### config.mk
export PLATFORM = sky130hd
export DESIGN_NAME = mips_decode_alu
export DESIGN_NICKNAME = d
export VERILOG_FILES = /design/src/rtl/mips_decode_alu.sv
export SDC_FILE = /design/constraint.sdc
export NUM_CORES = 1
export LEC_CHECK = 0
export ABC_AREA = 0
export CORE_UTILIZATION = 54
export CTS_CLUSTER_DIAMETER = 120
export DETAILED_ROUTE_END_ITERATION = 7
export PLACE_DENSITY_LB_ADDON = 0.05
export SLEW_MARGIN = 20
export SYNTH_ARGS = -nofsm -noshare
export SYNTH_HDL_FRONTEND = slang
export SYNTH_SLANG_ARGS = --single-unit
### constraint.sdc
create_clock -name clk -period 22.2 [get_ports clk]
set_clock_uncertainty 0.1 [all_clocks]
set_input_delay 6.66 -clock clk [delete_from_list [all_inputs] [get_ports clk]]
set_output_delay 6.66 -clock clk [all_outputs]
set_load 0.005 [all_outputs]
### src/rtl/mips_decode_alu.sv
// Single-cycle MIPS decode-and-execute: main control, ALU control, ALU, branch decision,
// plus a registered copy of the ALU result and zero flag for debug/status.
module mips_decode_alu #(
   parameter int DATA_W = 32
) (
   input  logic              clk,
   input  logic              rst,
   input  logic [31:0]       instruction,
   input  logic [DATA_W-1:0] data1,
   input  logic [DATA_W-1:0] data2,
   output logic              regdst,
   output logic              alusrc,
   output logic              memtoreg,
   output logic              regwrite,
   output logic              memread,
   output logic              memwrite,
   output logic              branch_eq,
   output logic              branch_ne,
   output logic              jump,
   output logic              jal,
   output logic              jumpReg,
   output logic [1:0]        aluop,
   output logic [3:0]        ALUCon,
   output logic [DATA_W-1:0] bitOutSignExtened,
   output logic [DATA_W-1:0] outALU,
   output logic              zero,
   output logic              selBranch,
   output logic [DATA_W-1:0] result_q,
   output logic              zero_q
);

   typedef enum logic [5:0] {
      OP_RTYPE = 6'b000000,
      OP_J     = 6'b000010,
      OP_JAL   = 6'b000011,
      OP_BEQ   = 6'b000100,
      OP_BNE   = 6'b000101,
      OP_ADDI  = 6'b001000,
      OP_LW    = 6'b100011,
      OP_SW    = 6'b101011
   } opcode_e;

   typedef enum logic [3:0] {
      ALU_AND = 4'b0000,
      ALU_OR  = 4'b0001,
      ALU_ADD = 4'b0010,
      ALU_SUB = 4'b0110,
      ALU_SLT = 4'b0111,
      ALU_NOR = 4'b1100
   } alu_op_e;

   localparam logic [5:0] FUNCT_JR = 6'b001000;

   logic [5:0]        opcode;
   logic [5:0]        funct;
   logic [15:0]       imm;
   logic [DATA_W-1:0] operand_b;
   logic              unused_fields;

   assign opcode        = instruction[31:26];
   assign funct         = instruction[5:0];
   assign imm           = instruction[15:0];
   assign unused_fields = ^instruction[25:16];

   // Main control decode.
   always_comb begin
      // NOTE: every output gets a default before the case so no path leaves one unassigned,
      // which would otherwise infer a latch.
      regdst    = 1'b0;
      alusrc    = 1'b0;
      memtoreg  = 1'b0;
      regwrite  = 1'b0;
      memread   = 1'b0;
      memwrite  = 1'b0;
      branch_eq = 1'b0;
      branch_ne = 1'b0;
      jump      = 1'b0;
      jal       = 1'b0;
      jumpReg   = 1'b0;
      aluop     = 2'b00;
      case (opcode)
         OP_RTYPE: begin
            regdst = 1'b1;
            aluop  = 2'b10;
            if (funct == FUNCT_JR) jumpReg  = 1'b1;
            else                   regwrite = 1'b1;
         end
         OP_LW: begin
            alusrc   = 1'b1;
            memtoreg = 1'b1;
            regwrite = 1'b1;
            memread  = 1'b1;
         end
         OP_SW: begin
            alusrc   = 1'b1;
            memwrite = 1'b1;
         end
         OP_BEQ: begin
            branch_eq = 1'b1;
            aluop     = 2'b01;
         end
         OP_BNE: begin
            branch_ne = 1'b1;
            aluop     = 2'b01;
         end
         OP_ADDI: begin
            alusrc   = 1'b1;
            regwrite = 1'b1;
         end
         OP_J: jump = 1'b1;
         OP_JAL: begin
            jump     = 1'b1;
            jal      = 1'b1;
            regwrite = 1'b1;
         end
         default: ;
      endcase
   end

   // ALU control; aluop 11 is reserved and behaves like add.
   always_comb begin
      ALUCon = ALU_ADD;
      case (aluop)
         2'b01: ALUCon = ALU_SUB;
         2'b10: begin
            case (funct)
               6'b100000: ALUCon = ALU_ADD;
               6'b100010: ALUCon = ALU_SUB;
               6'b100100: ALUCon = ALU_AND;
               6'b100101: ALUCon = ALU_OR;
               6'b101010: ALUCon = ALU_SLT;
               6'b100111: ALUCon = ALU_NOR;
               default:   ALUCon = ALU_ADD;
            endcase
         end
         default: ALUCon = ALU_ADD;
      endcase
   end

   assign bitOutSignExtened = {{(DATA_W-16){imm[15]}}, imm};
   assign operand_b         = alusrc ? bitOutSignExtened : data2;

   always_comb begin
      outALU = '0;
      case (ALUCon)
         ALU_AND: outALU = data1 & operand_b;
         ALU_OR:  outALU = data1 | operand_b;
         ALU_ADD: outALU = data1 + operand_b;
         ALU_SUB: outALU = data1 - operand_b;
         ALU_SLT: outALU = {{(DATA_W-1){1'b0}}, ($signed(data1) < $signed(operand_b))};
         ALU_NOR: outALU = ~(data1 | operand_b);
         default: outALU = '0;
      endcase
   end

   assign zero      = (outALU == '0);
   assign selBranch = (branch_eq & zero) | (branch_ne & ~zero);

   // NOTE: sequential state uses non-blocking assignments so every register samples
   // pre-edge values regardless of statement order.
   always_ff @(posedge clk or posedge rst) begin
      if (rst) begin
         result_q <= '0;
         zero_q   <= 1'b0;
      end else begin
         result_q <= outALU;
         zero_q   <= zero;
      end
   end

endmodule

**Yosys cells after proc, flatten, opt, wreduce, memory -nomap -nowiden**

Index checks and enable logic that the tools add are counted.

- Add/sub/neg operators: 2
- $lt $le $gt $ge: 1
- Eq/ne operators: 20
- Multiplexer cells: 17
- Bitwise operators: 7
- Reductions and logical operators: 7

Operator list:

| operator | number |
|---|---|
| $pmux W32 S6 | 1 |
| $eq A6 B6 Y1 const B | 7 |
| $add A32 B32 Y32 | 1 |
| $and A32 B32 Y32 | 1 |
| $logic_not A32 Y1 | 1 |
| $lt A32 B32 Y1 | 1 |
| $mux W32 | 1 |
| $not A32 Y32 | 1 |
| $or A32 B32 Y32 | 1 |
| $sub A32 B32 Y32 | 1 |
| $pmux W4 S5 | 1 |
| $eq A6 B2 Y1 const B | 2 |
| $eq A6 B3 Y1 const B | 2 |
| $eq A6 B4 Y1 const B | 2 |
| $mux W1 | 11 |
| $eq A4 B3 Y1 const B | 2 |
| $pmux W4 S2 | 1 |
| $logic_not A6 Y1 | 1 |
| $reduce_or A3 Y1 | 2 |
| $eq A4 B1 Y1 const B | 1 |
| $eq A4 B2 Y1 const B | 1 |
| $eq A4 B4 Y1 const B | 1 |
| $logic_not A4 Y1 | 1 |
| $pmux W2 S2 | 1 |
| 7 further kinds | 9 |

- Register bits: 33
- Logic and storage cells: 56

**Depth between registers and ports, before layout**

- Depth in word-level cells: 11
- Mapped depth: 22
- Mapped depth without buffers: 21

**Worst setup path before layout**

No wires, ideal clock.

- Path kind: input to output
- Start: input instruction[31]
- End: output selBranch
- Data arrival time: 11.289 ns
- Path slack: 4.151 ns
- Cell stages on the path: 20
- Path buffers: 1
- Cell sequence: nor3_1 -> nand2_1 -> nand2_1 -> nand2_1 -> clkbuf_1 -> nand2_1 -> nand2_1 -> ha_1 -> fa_1 -> a21o_1 -> a221o_1 -> and3_1 -> o41a_1 -> a221o_1 -> a31oi_1 -> a21oi_1 -> or4_1 -> or4_4 -> nor4_4 -> mux2_1

- Word-level cells in the longest chain between the ends: 11
- Elaborated cells on any way between the ends: 34

Ends and longest elaborated chain:

| what | line | RTL |
|---|---|---|
| start, declared | 8 | `input logic [31:0] instruction,` |
| branches (longest 6 deep; another with $sub A32 B32 Y32) | - |  |
| $pmux W32 S6 * | 145 | `case (ALUCon)` |
| $logic_not A32 Y1 * | 156 | `assign zero = (outALU == '0);` |
| named net zero | 26 | `output logic zero,` |
| $not A1 Y1 | 157 | `assign selBranch = (branch_eq & zero) \| (branch_ne & ~zero);` |
| $and A1 B1 Y1 | 157 |  |
| $or A1 B1 Y1 * | 157 |  |
| end, declared | 27 | `output logic selBranch,` |

Mark *: on every way through the listed nets, which the timed path passes.

**Worst setup path after layout**

- Start: input instruction[27]
- End: output selBranch

- Word-level cells in the longest chain between the ends: 11
- Elaborated cells on any way between the ends: 34

Ends and longest elaborated chain:

| what | line |
|---|---|
| branches (longest 10 deep; another with $sub A32 B32 Y32) | - |
| $or A1 B1 Y1 * | 157 |

Every way passes the cells marked *.

==> flow_results.org <==
** Run status
- The flow ran to the end, and the final reports show no timing, DRC or antenna violations.

** Global routing
- Number of antenna violations at the first check in global routing :: 0
- Gr ovfl total :: 0
- Global-route wire length before repair :: 40300 um
- Pin count of the biggest net entering global routing :: 67
- The number of global-route vias before repair was 7858.
- Across every metal layer, demand over resource in global routing totals 35.3%.

** Finish
- The library cell used most frequently in the layout, excluding fill and tap cells, is clkdlybuf4s50_1.
- 0 antenna diodes ended up in the layout.
- In the final layout, the multi-input gates occupy 5760 sq um.
- Register area :: 826 sq um
- The library cells used most frequently in the layout, excluding fill and tap cells, are 203 x clkdlybuf4s50_1, 165 x nand2_1, 111 x inv_1.
- Fill cells in the final layout number 1176.
- The post-route netlist has 3.55% of its cells at a drive strength greater than 1.
- Layout net count :: 1418
- Compared with the post-synthesis result, the final layout area differs by 27.5%.

** Clock tree
- The longest clock path from root to sink contains 2 buffers.
- TritonCTS built the clock tree.
- Hold buffer count at cts :: 0
- Root buffer cell :: clkbuf_16
- Inserted Clock Buffers :: 5
- The clock drives 33 sinks.
- The H-tree generated during clock tree synthesis spans 2 levels.
- Post-CTS repair changed the size of 0 cells.
- Post-CTS setup buffer count :: 0
- After clock tree synthesis, the clock-pin slew on the worst setup and hold paths is 0.06 ns.

** Synth
- The synthesized netlist occupies a cell area of 7460 sq um.
- Count of flip-flops with a built-in enable after synthesis :: 0
- Summed over all instances, the cell type with the most area after synthesis is ha_1.
- Synthesis produced a netlist with a net count of 1287.
- Count of different cell masters after synthesis :: 80
- Async set-or-reset flop fraction in the synthesized netlist :: 100%
- Average cell area after synthesis :: 6.91 sq um
- Synth top area share :: 18.1%
- Ranking of synthesized cells by area :: ha_1 18%, dfrtp_1 11%, nand2_1 8.3%
- Count of synthesis-stage warnings from yosys :: 0
- After synthesis the netlist holds a flip-flop and latch count of 33.
- Post-synthesis sequential area ratio :: 11.1%
- Synthesis handed over a netlist of 1079 instances.
- Top FF cell, synth :: dfrtp_1

** Drt
- The first detailed-routing pass took 6 iterations.
- Post-detailed-route DRC marker count :: 0
- Average wire per standard cell :: 18.3 um
- Post-route antenna net violation count :: 0
- Number of DRC violations after detailed-routing iteration 0 :: 724
- Total via count after detailed routing :: 8520
- Dividing the detail-routed via count by the number of cells gives 6.14.
- Summed over all layers, the routed wires come to 25400 um.

** Critical path
- For this run, the slowest stage of the critical path takes 0.67 ns.
- The critical path in this run is classified as input port to output pin.
- Data on the critical path arrives at its endpoint at 13.58 ns.
- In this run the worst path has a maximum fanout of 17.
- The most numerous cell type found on the critical path is nand2_1.
- In this run the worst setup path begins at instruction[27].
- CP required :: 15.44 ns
- Cells along the critical path :: clkdlybuf4s50_1 > nor3_1 > nand2_1 > nand2_1 > nand2_1 > clkinv_1 > nand2_1 > nand2_1 > ha_1 > fa_1 > a21o_1 > a221o_1 > a2111o_1 > o21a_1 > a221o_1 > a222oi_1 > o211ai_1 > nor4_1 > nand4_1 > nor4_4 > mux2_1 > clkdlybuf4s50_1
- Among all stages on the critical path, the largest delay is contributed by a222oi_1.
- Crit end category :: output pin
- Worst setup SP type :: input port

** Power
- Total power :: 0.000415 W
- Across the VDD grid, the largest voltage drop is 35.1 uV.
- Power spread over the standard cell area amounts to 43.7 nW/um^2.
- Summed over all cells, the static leakage comes to 4.41 nW.

** STA
- For the final routed database, the setup TNS stands at 0 ns.
- The number of pins with negative max-slew slack in the final report is 0.
- Clock period minus final worst setup slack :: 20.34 ns
- RSZ-0062 raised after global routing :: false
- Final worst setup slack :: 1.86 ns
- Highest Clock Rate :: 0.0492 GHz
- At the pin with the least slew margin, the transition time is 0.898 ns.
- Setup violations remaining at the end of the flow were counted as 0.
- The final count of hold timing violations came to 0.
- The worst pin sits at a relative slew slack of 40.1%.
- Dividing the final minimum period by the clock period gives 91.6%.

** Placed design
- I/O Buffers :: 203
- HPWL after detailed placement :: 19600 um
- Pre-CTS WS :: 1.92 ns
- Final weighted congestion of routability-driven global placement :: 1.00

** Floorplanning
- Once the floorplan was initialized, standard cells occupied 55.9% of the core.
- From left edge to right edge, the die measures 120 um.
- Die height :: 120 um
- The die covers 14300 sq um.
- During I/O placement, the number of pins put on the boundary was 214.
- The floorplan has 42 rows.
- The total area inside the core boundary comes to 13300 sq um.

** Run
- Across the run, the number of max-cap violations was 0.

** Hold path
- The path class of the tightest hold or removal check is input port to async pin.
layout make-up:
type                    count  share of cell area (%)
flip-flops and latches     33                    8.69
multi-input cells         846                    60.7
clock inverters             1                   0.316
well taps                 176                    2.32
clock buffers               7                    1.50
repair buffers            212                    22.1
inverters                 112                    4.42
per-stage QoR:
stage	instances	utilization, %	hold WS, ns	instance area [sq um]
detailed placement	1379	69.9	7.02	9330
global placement	1379	69.9	7.01	9330
finish	1387	71.2	6.68	9500
floorplan	1079	-	6.69	7460
global route	1387	71.2	6.75	9500
CTS	1387	71.2	6.70	9500
cells in the mapped netlist (all sizes together), types with 4 or more instances:
cell / number
a211o: 7
a211oi: 10
a21boi: 4
a21o: 12
a21oi: 69
a221o: 6
a221oi: 9
a22o: 4
a22oi: 21
a31oi: 13
and2: 5
and3: 14
buf: 49
clkbuf: 39
dfrtp: 33
ha: 108
inv: 111
mux2i: 9
nand2: 165
nand2b: 11
nand3: 22
nand3b: 4
nand4: 11
nor2: 71
nor2b: 17
nor3: 23
nor4: 12
nor4bb: 4
o211ai: 9
o21a: 8
o21ai: 65
o21bai: 6
o221a: 4
o221ai: 8
o22ai: 4
o311a: 5
o311ai: 4
o31ai: 19
or2: 6
or3: 10
or4: 5
xnor2: 9
xor2: 4
worst max-delay path: cells and delay by family:
family | cells | cell delay (ns)
compound gates | 7 | 2.67
simple gates | 9 | 1.58
buf+inv | 3 | 1.57
fa+ha+maj | 2 | 0.70
mux | 1 | 0.37
report_power, final:
group / leakage, nW / internal [W] / switching [W]
Sequential: 0.385 / 0.0000725 / 0.00000303
Clock: 0.0841 / 0.0000561 / 0.0000298
Combinational: 3.94 / 0.000121 / 0.000133
Total: 4.41 / 0.000250 / 0.000165
per-layer routing:
| metal | track usage [%] | part of all wire [%] |
|---|---|---|
| met1 | 45.5 | 42 |
| met3 | 5.32 | 7.7 |
| met2 | 58.7 | 47 |
| met5 | 0 | 0 |
| met4 | 14.2 | 3.5 |
path summary, 6_finish.rpt:
| check | endpoint | slack (ns) | depth (start not counted) |
|---|---|---|---|
| worst max-delay path | selBranch | 1.86 | 22 |
| worst min-delay path | result_q[4] | 6.68 | 3 |
| max in group asynchronous | result_q[13] | 14.99 | 3 |
| min in group clk | result_q[2] | 7.19 | 5 |
flip-flops by register name, indices dropped and copies added, names as in the netlist:
register,flops
result_q,32
zero_q,1
kinds of logic (layout without fill, tap and decap cells):
family / after synthesis / in the layout / share of synthesized area (%)
AO/OA/AOI/OAI: 318 / 318 / 29.4
XOR/XNOR: 13 / 13 / 1.53
multiplexers: 12 / 12 / 1.66
buffers and inverters: 200 / 332 / 12.2
AND/OR/NAND/NOR: 393 / 393 / 25.5
adder cells (fa/ha/maj): 110 / 110 / 18.7
flip-flops: 33 / 33 / 11.1
(Power assumes the default switching activity.)
